`config.mk`:
```
export PLATFORM = sky130hd
export DESIGN_NAME = multicycle_controller
export DESIGN_NICKNAME = d
export VERILOG_FILES = /design/src/rtl/multicycle_controller.sv
export SDC_FILE = /design/constraint.sdc
export NUM_CORES = 1
export LEC_CHECK = 0
export CAP_MARGIN = 20
export CORE_MARGIN = 10
export CORE_UTILIZATION = 44
export CTS_BUF_LIST = sky130_fd_sc_hd__clkbuf_2 sky130_fd_sc_hd__clkbuf_4 sky130_fd_sc_hd__clkbuf_8
export DETAILED_ROUTE_END_ITERATION = 12
export HOLD_SLACK_MARGIN = 0.1
export PLACE_DENSITY = 0.84
export SYNTH_ARGS = -nofsm -noshare
export SYNTH_HDL_FRONTEND = slang
export SYNTH_SLANG_ARGS = --single-unit
export TNS_END_PERCENT = 1
```
`constraint.sdc`:
```
create_clock -name CLK -period 3.95 [get_ports CLK]
set_clock_uncertainty 0.15 [all_clocks]
set_input_delay 0.5925 -clock CLK [delete_from_list [all_inputs] [get_ports CLK]]
set_output_delay 0.5925 -clock CLK [all_outputs]
set_load 0.03 [all_outputs]
```
`src/rtl/multicycle_controller.sv`:
```
// multicycle_controller
//   Moore FSM sequencing a multicycle MIPS datapath with a single shared
//   instruction/data memory, one ALU and a register file. It drives every
//   mux select and write enable of the datapath each cycle from OP/FUNCT/ZERO.
//   It stalls on MEM_READY and traps on illegal opcodes or R-type functs.
// Ports
//   CLK, RST             clock (posedge), synchronous active-high reset
//   OP, FUNCT            instruction fields from the instruction register
//   ZERO                 ALU zero flag (used only in BEQEX)
//   MEM_READY            shared memory completes its access this cycle
//   IORD .. PCSRC        datapath mux selects and write enables
//   PC_EN                PC load = PCWRITE | (BRANCH & ZERO)
//   RETIRE               one-cycle pulse when an instruction completes
//   HALTED               high while trapped on an illegal instruction
//   STATE                current state encoding (debug)
module multicycle_controller #(
  parameter logic [5:0] OP_RTYPE = 6'h00,
  parameter logic [5:0] OP_LW    = 6'h23,
  parameter logic [5:0] OP_SW    = 6'h2B,
  parameter logic [5:0] OP_BEQ   = 6'h04,
  parameter logic [5:0] OP_ADDI  = 6'h08,
  parameter logic [5:0] OP_J     = 6'h02
) (
  input  logic       CLK,
  input  logic       RST,
  input  logic [5:0] OP,
  input  logic [5:0] FUNCT,
  input  logic       ZERO,
  input  logic       MEM_READY,
  output logic       IORD,
  output logic       MEMWRITE,
  output logic       IRWRITE,
  output logic       REGDST,
  output logic       MEM2REG,
  output logic       REGWRITE,
  output logic       ALUSRCA,
  output logic [1:0] ALUSRCB,
  output logic [2:0] ALU_CONTROL,
  output logic [1:0] PCSRC,
  output logic       PC_EN,
  output logic       RETIRE,
  output logic       HALTED,
  output logic [3:0] STATE
);

  localparam logic [3:0] S_FETCH   = 4'd0;
  localparam logic [3:0] S_DECODE  = 4'd1;
  localparam logic [3:0] S_MEMADR  = 4'd2;
  localparam logic [3:0] S_MEMRD   = 4'd3;
  localparam logic [3:0] S_MEMWB   = 4'd4;
  localparam logic [3:0] S_MEMWR   = 4'd5;
  localparam logic [3:0] S_RTYPEEX = 4'd6;
  localparam logic [3:0] S_RTYPEWB = 4'd7;
  localparam logic [3:0] S_BEQEX   = 4'd8;
  localparam logic [3:0] S_ADDIEX  = 4'd9;
  localparam logic [3:0] S_ADDIWB  = 4'd10;
  localparam logic [3:0] S_JEX     = 4'd11;
  localparam logic [3:0] S_TRAP    = 4'd12;

  localparam logic [2:0] ALU_ADD = 3'b010;
  localparam logic [2:0] ALU_SUB = 3'b110;
  localparam logic [2:0] ALU_AND = 3'b000;
  localparam logic [2:0] ALU_OR  = 3'b001;
  localparam logic [2:0] ALU_SLT = 3'b111;

  logic [3:0] state;
  logic [3:0] state_next;
  logic       funct_ok;
  logic [2:0] funct_alu;
  logic       pcwrite;
  logic       branch;

  // R-type funct decode, shared by the ALU select and the trap transition.
  always_comb begin
    funct_ok  = 1'b1;
    funct_alu = ALU_AND;
    case (FUNCT)
      6'h20:   funct_alu = ALU_ADD;
      6'h22:   funct_alu = ALU_SUB;
      6'h24:   funct_alu = ALU_AND;
      6'h25:   funct_alu = ALU_OR;
      6'h2A:   funct_alu = ALU_SLT;
      default: funct_ok  = 1'b0;
    endcase
  end

  always_ff @(posedge CLK) begin
    if (RST) state <= S_FETCH;
    else     state <= state_next;
  end

  always_comb begin
    state_next = state;
    case (state)
      S_FETCH:   if (MEM_READY) state_next = S_DECODE;
      S_DECODE: begin
        if (OP == OP_LW || OP == OP_SW) state_next = S_MEMADR;
        else if (OP == OP_RTYPE)        state_next = S_RTYPEEX;
        else if (OP == OP_BEQ)          state_next = S_BEQEX;
        else if (OP == OP_ADDI)         state_next = S_ADDIEX;
        else if (OP == OP_J)            state_next = S_JEX;
        else                            state_next = S_TRAP;
      end
      S_MEMADR:  state_next = (OP == OP_SW) ? S_MEMWR : S_MEMRD;
      S_MEMRD:   if (MEM_READY) state_next = S_MEMWB;
      S_MEMWB:   state_next = S_FETCH;
      S_MEMWR:   if (MEM_READY) state_next = S_FETCH;
      S_RTYPEEX: state_next = funct_ok ? S_RTYPEWB : S_TRAP;
      S_RTYPEWB: state_next = S_FETCH;
      S_BEQEX:   state_next = S_FETCH;
      S_ADDIEX:  state_next = S_ADDIWB;
      S_ADDIWB:  state_next = S_FETCH;
      S_JEX:     state_next = S_FETCH;
      S_TRAP:    state_next = S_TRAP;
      default:   state_next = S_FETCH;
    endcase
  end

  // Outputs are gated by RST so nothing is enabled during reset, even
  // before the state register has been initialised.
  always_comb begin
    IORD        = 1'b0;
    MEMWRITE    = 1'b0;
    IRWRITE     = 1'b0;
    REGDST      = 1'b0;
    MEM2REG     = 1'b0;
    REGWRITE    = 1'b0;
    ALUSRCA     = 1'b0;
    ALUSRCB     = 2'b00;
    ALU_CONTROL = 3'b000;
    PCSRC       = 2'b00;
    RETIRE      = 1'b0;
    HALTED      = 1'b0;
    pcwrite     = 1'b0;
    branch      = 1'b0;
    if (!RST) begin
      case (state)
        S_FETCH: begin
          ALUSRCB     = 2'b01;
          ALU_CONTROL = ALU_ADD;
          IRWRITE     = MEM_READY;
          pcwrite     = MEM_READY;
        end
        S_DECODE: begin
          ALUSRCB     = 2'b11;
          ALU_CONTROL = ALU_ADD;
        end
        S_MEMADR: begin
          ALUSRCA     = 1'b1;
          ALUSRCB     = 2'b10;
          ALU_CONTROL = ALU_ADD;
        end
        S_MEMRD: IORD = 1'b1;
        S_MEMWB: begin
          MEM2REG  = 1'b1;
          REGWRITE = 1'b1;
          RETIRE   = 1'b1;
        end
        S_MEMWR: begin
          IORD     = 1'b1;
          MEMWRITE = 1'b1;
          RETIRE   = MEM_READY;
        end
        S_RTYPEEX: begin
          ALUSRCA     = 1'b1;
          ALU_CONTROL = funct_alu;
        end
        S_RTYPEWB: begin
          REGDST   = 1'b1;
          REGWRITE = 1'b1;
          RETIRE   = 1'b1;
        end
        S_BEQEX: begin
          ALUSRCA     = 1'b1;
          ALU_CONTROL = ALU_SUB;
          PCSRC       = 2'b01;
          branch      = 1'b1;
          RETIRE      = 1'b1;
        end
        S_ADDIEX: begin
          ALUSRCA     = 1'b1;
          ALUSRCB     = 2'b10;
          ALU_CONTROL = ALU_ADD;
        end
        S_ADDIWB: begin
          REGWRITE = 1'b1;
          RETIRE   = 1'b1;
        end
        S_JEX: begin
          PCSRC   = 2'b10;
          pcwrite = 1'b1;
          RETIRE  = 1'b1;
        end
        S_TRAP:  HALTED = 1'b1;
        default: ;
      endcase
    end
  end

  assign PC_EN = pcwrite | (branch & ZERO);
  assign STATE = RST ? 4'd0 : state;

endmodule

```
==> flow_summary.json <==
{
  "vdd_drop_max_v": 0.000194,
  "core-area_sq_um": 1540,
  "hold_path_class": "reg2reg",
  "h-tree-depth": 1,
  "top_register": "state",
  "dr.first_iter.drc_count": 39,
  "yosysUniqueCellTypes": 43,
  "criticalPathCategory": "in2out",
  "max_cap_viol_count": 0,
  "hold_viol": 0,
  "cts_setup_buffers": 0,
  "synth_flop_cell": "dfxtp_1",
  "die_h_um": 61.0,
  "grt-ovfl-total": 0,
  "drive_gt1_share_pct": 9.09,
  "io_pins": 37,
  "clkTransAtPathRegs_ns": 0.03,
  "n_antenna_cell": 0,
  "clkPwrFrac_pct": 20.7,
  "cts_max_path_buffers": 2,
  "worstSkewPairLatency_ns": 0.24,
  "cp_data_required_time_ns": 3.21,
  "cts-root-buf": "clkbuf_4",
  "largestRegisters": "state (4)",
  "fp.dieW_um": 61.0,
  "slew_violations": 0,
  "drc": 0,
  "drtPass1Iterations": 4,
  "largest_register_ffs": 4,
  "cts_resized": 0,
  "netlist_area_sq_um": 738,
  "grtUsageTotal_pct": 14.4,
  "maxSlewHeadroom_pct": 52.6,
  "synth_top_area_share_pct": 10.8,
  "ant_nets": 0,
  "fillers": 135,
  "start_kind": "input port",
  "status": "complete, no violations",
  "synth_area_per_cell_sq_um": 6.65,
  "ys_seq_elements": 4,
  "finish.instance_area_sq_um": 1110,
  "dpl_cell_area_sq_um": 1090,
  "tightest_slew_ns": 0.711,
  "final_common_cell": "clkdlybuf4s50_1",
  "grt_max_degree": 23,
  "cts_tree": "yes",
  "tns_ns": 0,
  "fin_nets": 161,
  "avgRoutedWirePerCell_um": 16.9,
  "postSynthCellCount": 111,
  "clock.fmax_ghz": 0.299,
  "ys_warn_count": 0,
  "min_period_ns": 3.34,
  "utilization_pct": 72.2,
  "numCtsBuffers": 3,
  "synth-edff-count": 0,
  "p_sw_mw": 0.112,
  "p_seq_share_pct": 22.3,
  "path_max_fanout": 10,
  "finalWirelength_um": 2690,
  "cp-end-kind": "output port",
  "grt_pass1_vias": 903,
  "die_area_sq_um": 3720,
  "clkSinkCount": 4,
  "final_cell_mix": "clkdlybuf4s50_1 (36), nor2_1 (15), nand2_1 (9), nor3_1 (7), a21oi_1 (6)",
  "rsz0062_at_grt": "false",
  "initial_core_util_pct": 47.9,
  "synth.area.top_cells": "dfxtp_1 (11%), nor2_1 (7.6%), a211oi_1 (5.1%)",
  "fin_crit_sh_pct": 84.6,
  "synthArstFlopShare_pct": 0,
  "switching_share_pct": 44.3,
  "yosysSeqAreaShare_pct": 10.8,
  "internal_power_mw": 0.141,
  "dpl.hpwl_um": 2130,
  "cts_hold_buffers": 0,
  "portBuffers": 36,
  "crit_arrival_ns": 2.60,
  "power_leakage_nw": 0.409,
  "grt_first_pass_wirelength_um": 4310,
  "powerDensity_nw_per_um2": 227,
  "combPwrFrac_pct": 57.0,
  "std_cell_rows": 14,
  "routed_via_density": 6.18,
  "routabilityCongestion": 0.819,
  "synth_top_area_cell": "dfxtp_1",
  "vias": 982,
  "syn2layout_area_growth_pct": 50.8,
  "final-setup-viol-count": 0,
  "antenna_found_initial": 0,
  "syn_nets": 127
}
==> synthesized netlist by cell type, types with 2 or more instances <==
master and instances:
a311oi_1 2, a21oi_1 6, nor4_1 2, o311ai_1 2, nor2_1 15, and3_1 4, or3_1 3, a22oi_1 2
buf_2 3, a31oi_1 2, o21ai_0 4, nor3_2 2, nor3_1 7, nand2_1 9, nand2b_1 5, clkbuf_1 4
dfxtp_1 4, nand4_1 2, and2b_1 3, nor2b_1 3, a211oi_1 5
==> power by group through the flow <==
stage	Combinational, mW	Clock (mW)	Sequential, mW
floorplan	0.0973	0	0.0480
global placement	0.141	0	0.0566
detailed placement	0.144	0	0.0568
CTS	0.144	0.0541	0.0565
global route	0.156	0.0570	0.0579
finish	0.144	0.0523	0.0565
==> layout make-up <==
| class | instances | area [sq um] | share of cell area [%] |
|---|---|---|---|
| multi-input cells | 96 | 608 | 54.6 |
| repair buffers | 38 | 375 | 33.7 |
| flip-flops and latches | 4 | 80.1 | 7.19 |
| clock buffers | 3 | 22.5 | 2.02 |
| well taps | 16 | 20.0 | 1.80 |
| inverters | 2 | 7.51 | 0.674 |
==> final timing paths <==
| kind | slack [ns] | to | cells past startpoint | start |
|---|---|---|---|---|
| hold / removal | 0.52 | state[0]$_SDFFE_PP0P_ | 1 | state[3]$_SDFFE_PP0P_ |
| setup reg to reg | 1.84 | state[1]$_SDFFE_PP0P_ | 5 | state[1]$_SDFFE_PP0P_ |
| hold reg to reg | 0.52 | state[0]$_SDFFE_PP0P_ | 1 | state[3]$_SDFFE_PP0P_ |
| setup / recovery | 0.61 | PC_EN | 5 | RST |
==> logic make-up (layout without fill, tap and decap cells) <==
family | count (synthesis) | count (layout) | share of synthesized area, %
compound gates | 33 | 33 | 34.4
buf+inv | 11 | 43 | 6.78
flops | 4 | 4 | 10.8
xor+xnor | 2 | 2 | 2.37
mux | 1 | 1 | 2.03
simple gates | 60 | 60 | 43.6
==> stage by stage <==
stage,total power [mW],setup WS [ns],cells,hold slack (ns)
global placement,0.198,0.659,156,0.499
CTS,0.255,0.617,159,0.518
global route,0.271,0.489,159,0.564
finish,0.253,0.607,159,0.518
detailed placement,0.201,0.624,156,0.501
floorplan,0.145,1.30,111,0.485
==> critical path, cell delays in order <==
cell	delay [ns]
clkdlybuf4s50_1	0.59
or3_1	0.45
a211oi_1	0.18
or2_1	0.12
clkdlybuf4s50_1	0.66
==> routing by layer <==
layer	GRT usage [%]	vias up	routed length, um
met5	0	-	0
met4	5.33	0	20
met3	1.88	2	232
met2	25.2	46	1290
met1	17.3	448	1150
li1	-	486	-
No activity file was read; power rests on OpenSTA's default activity.
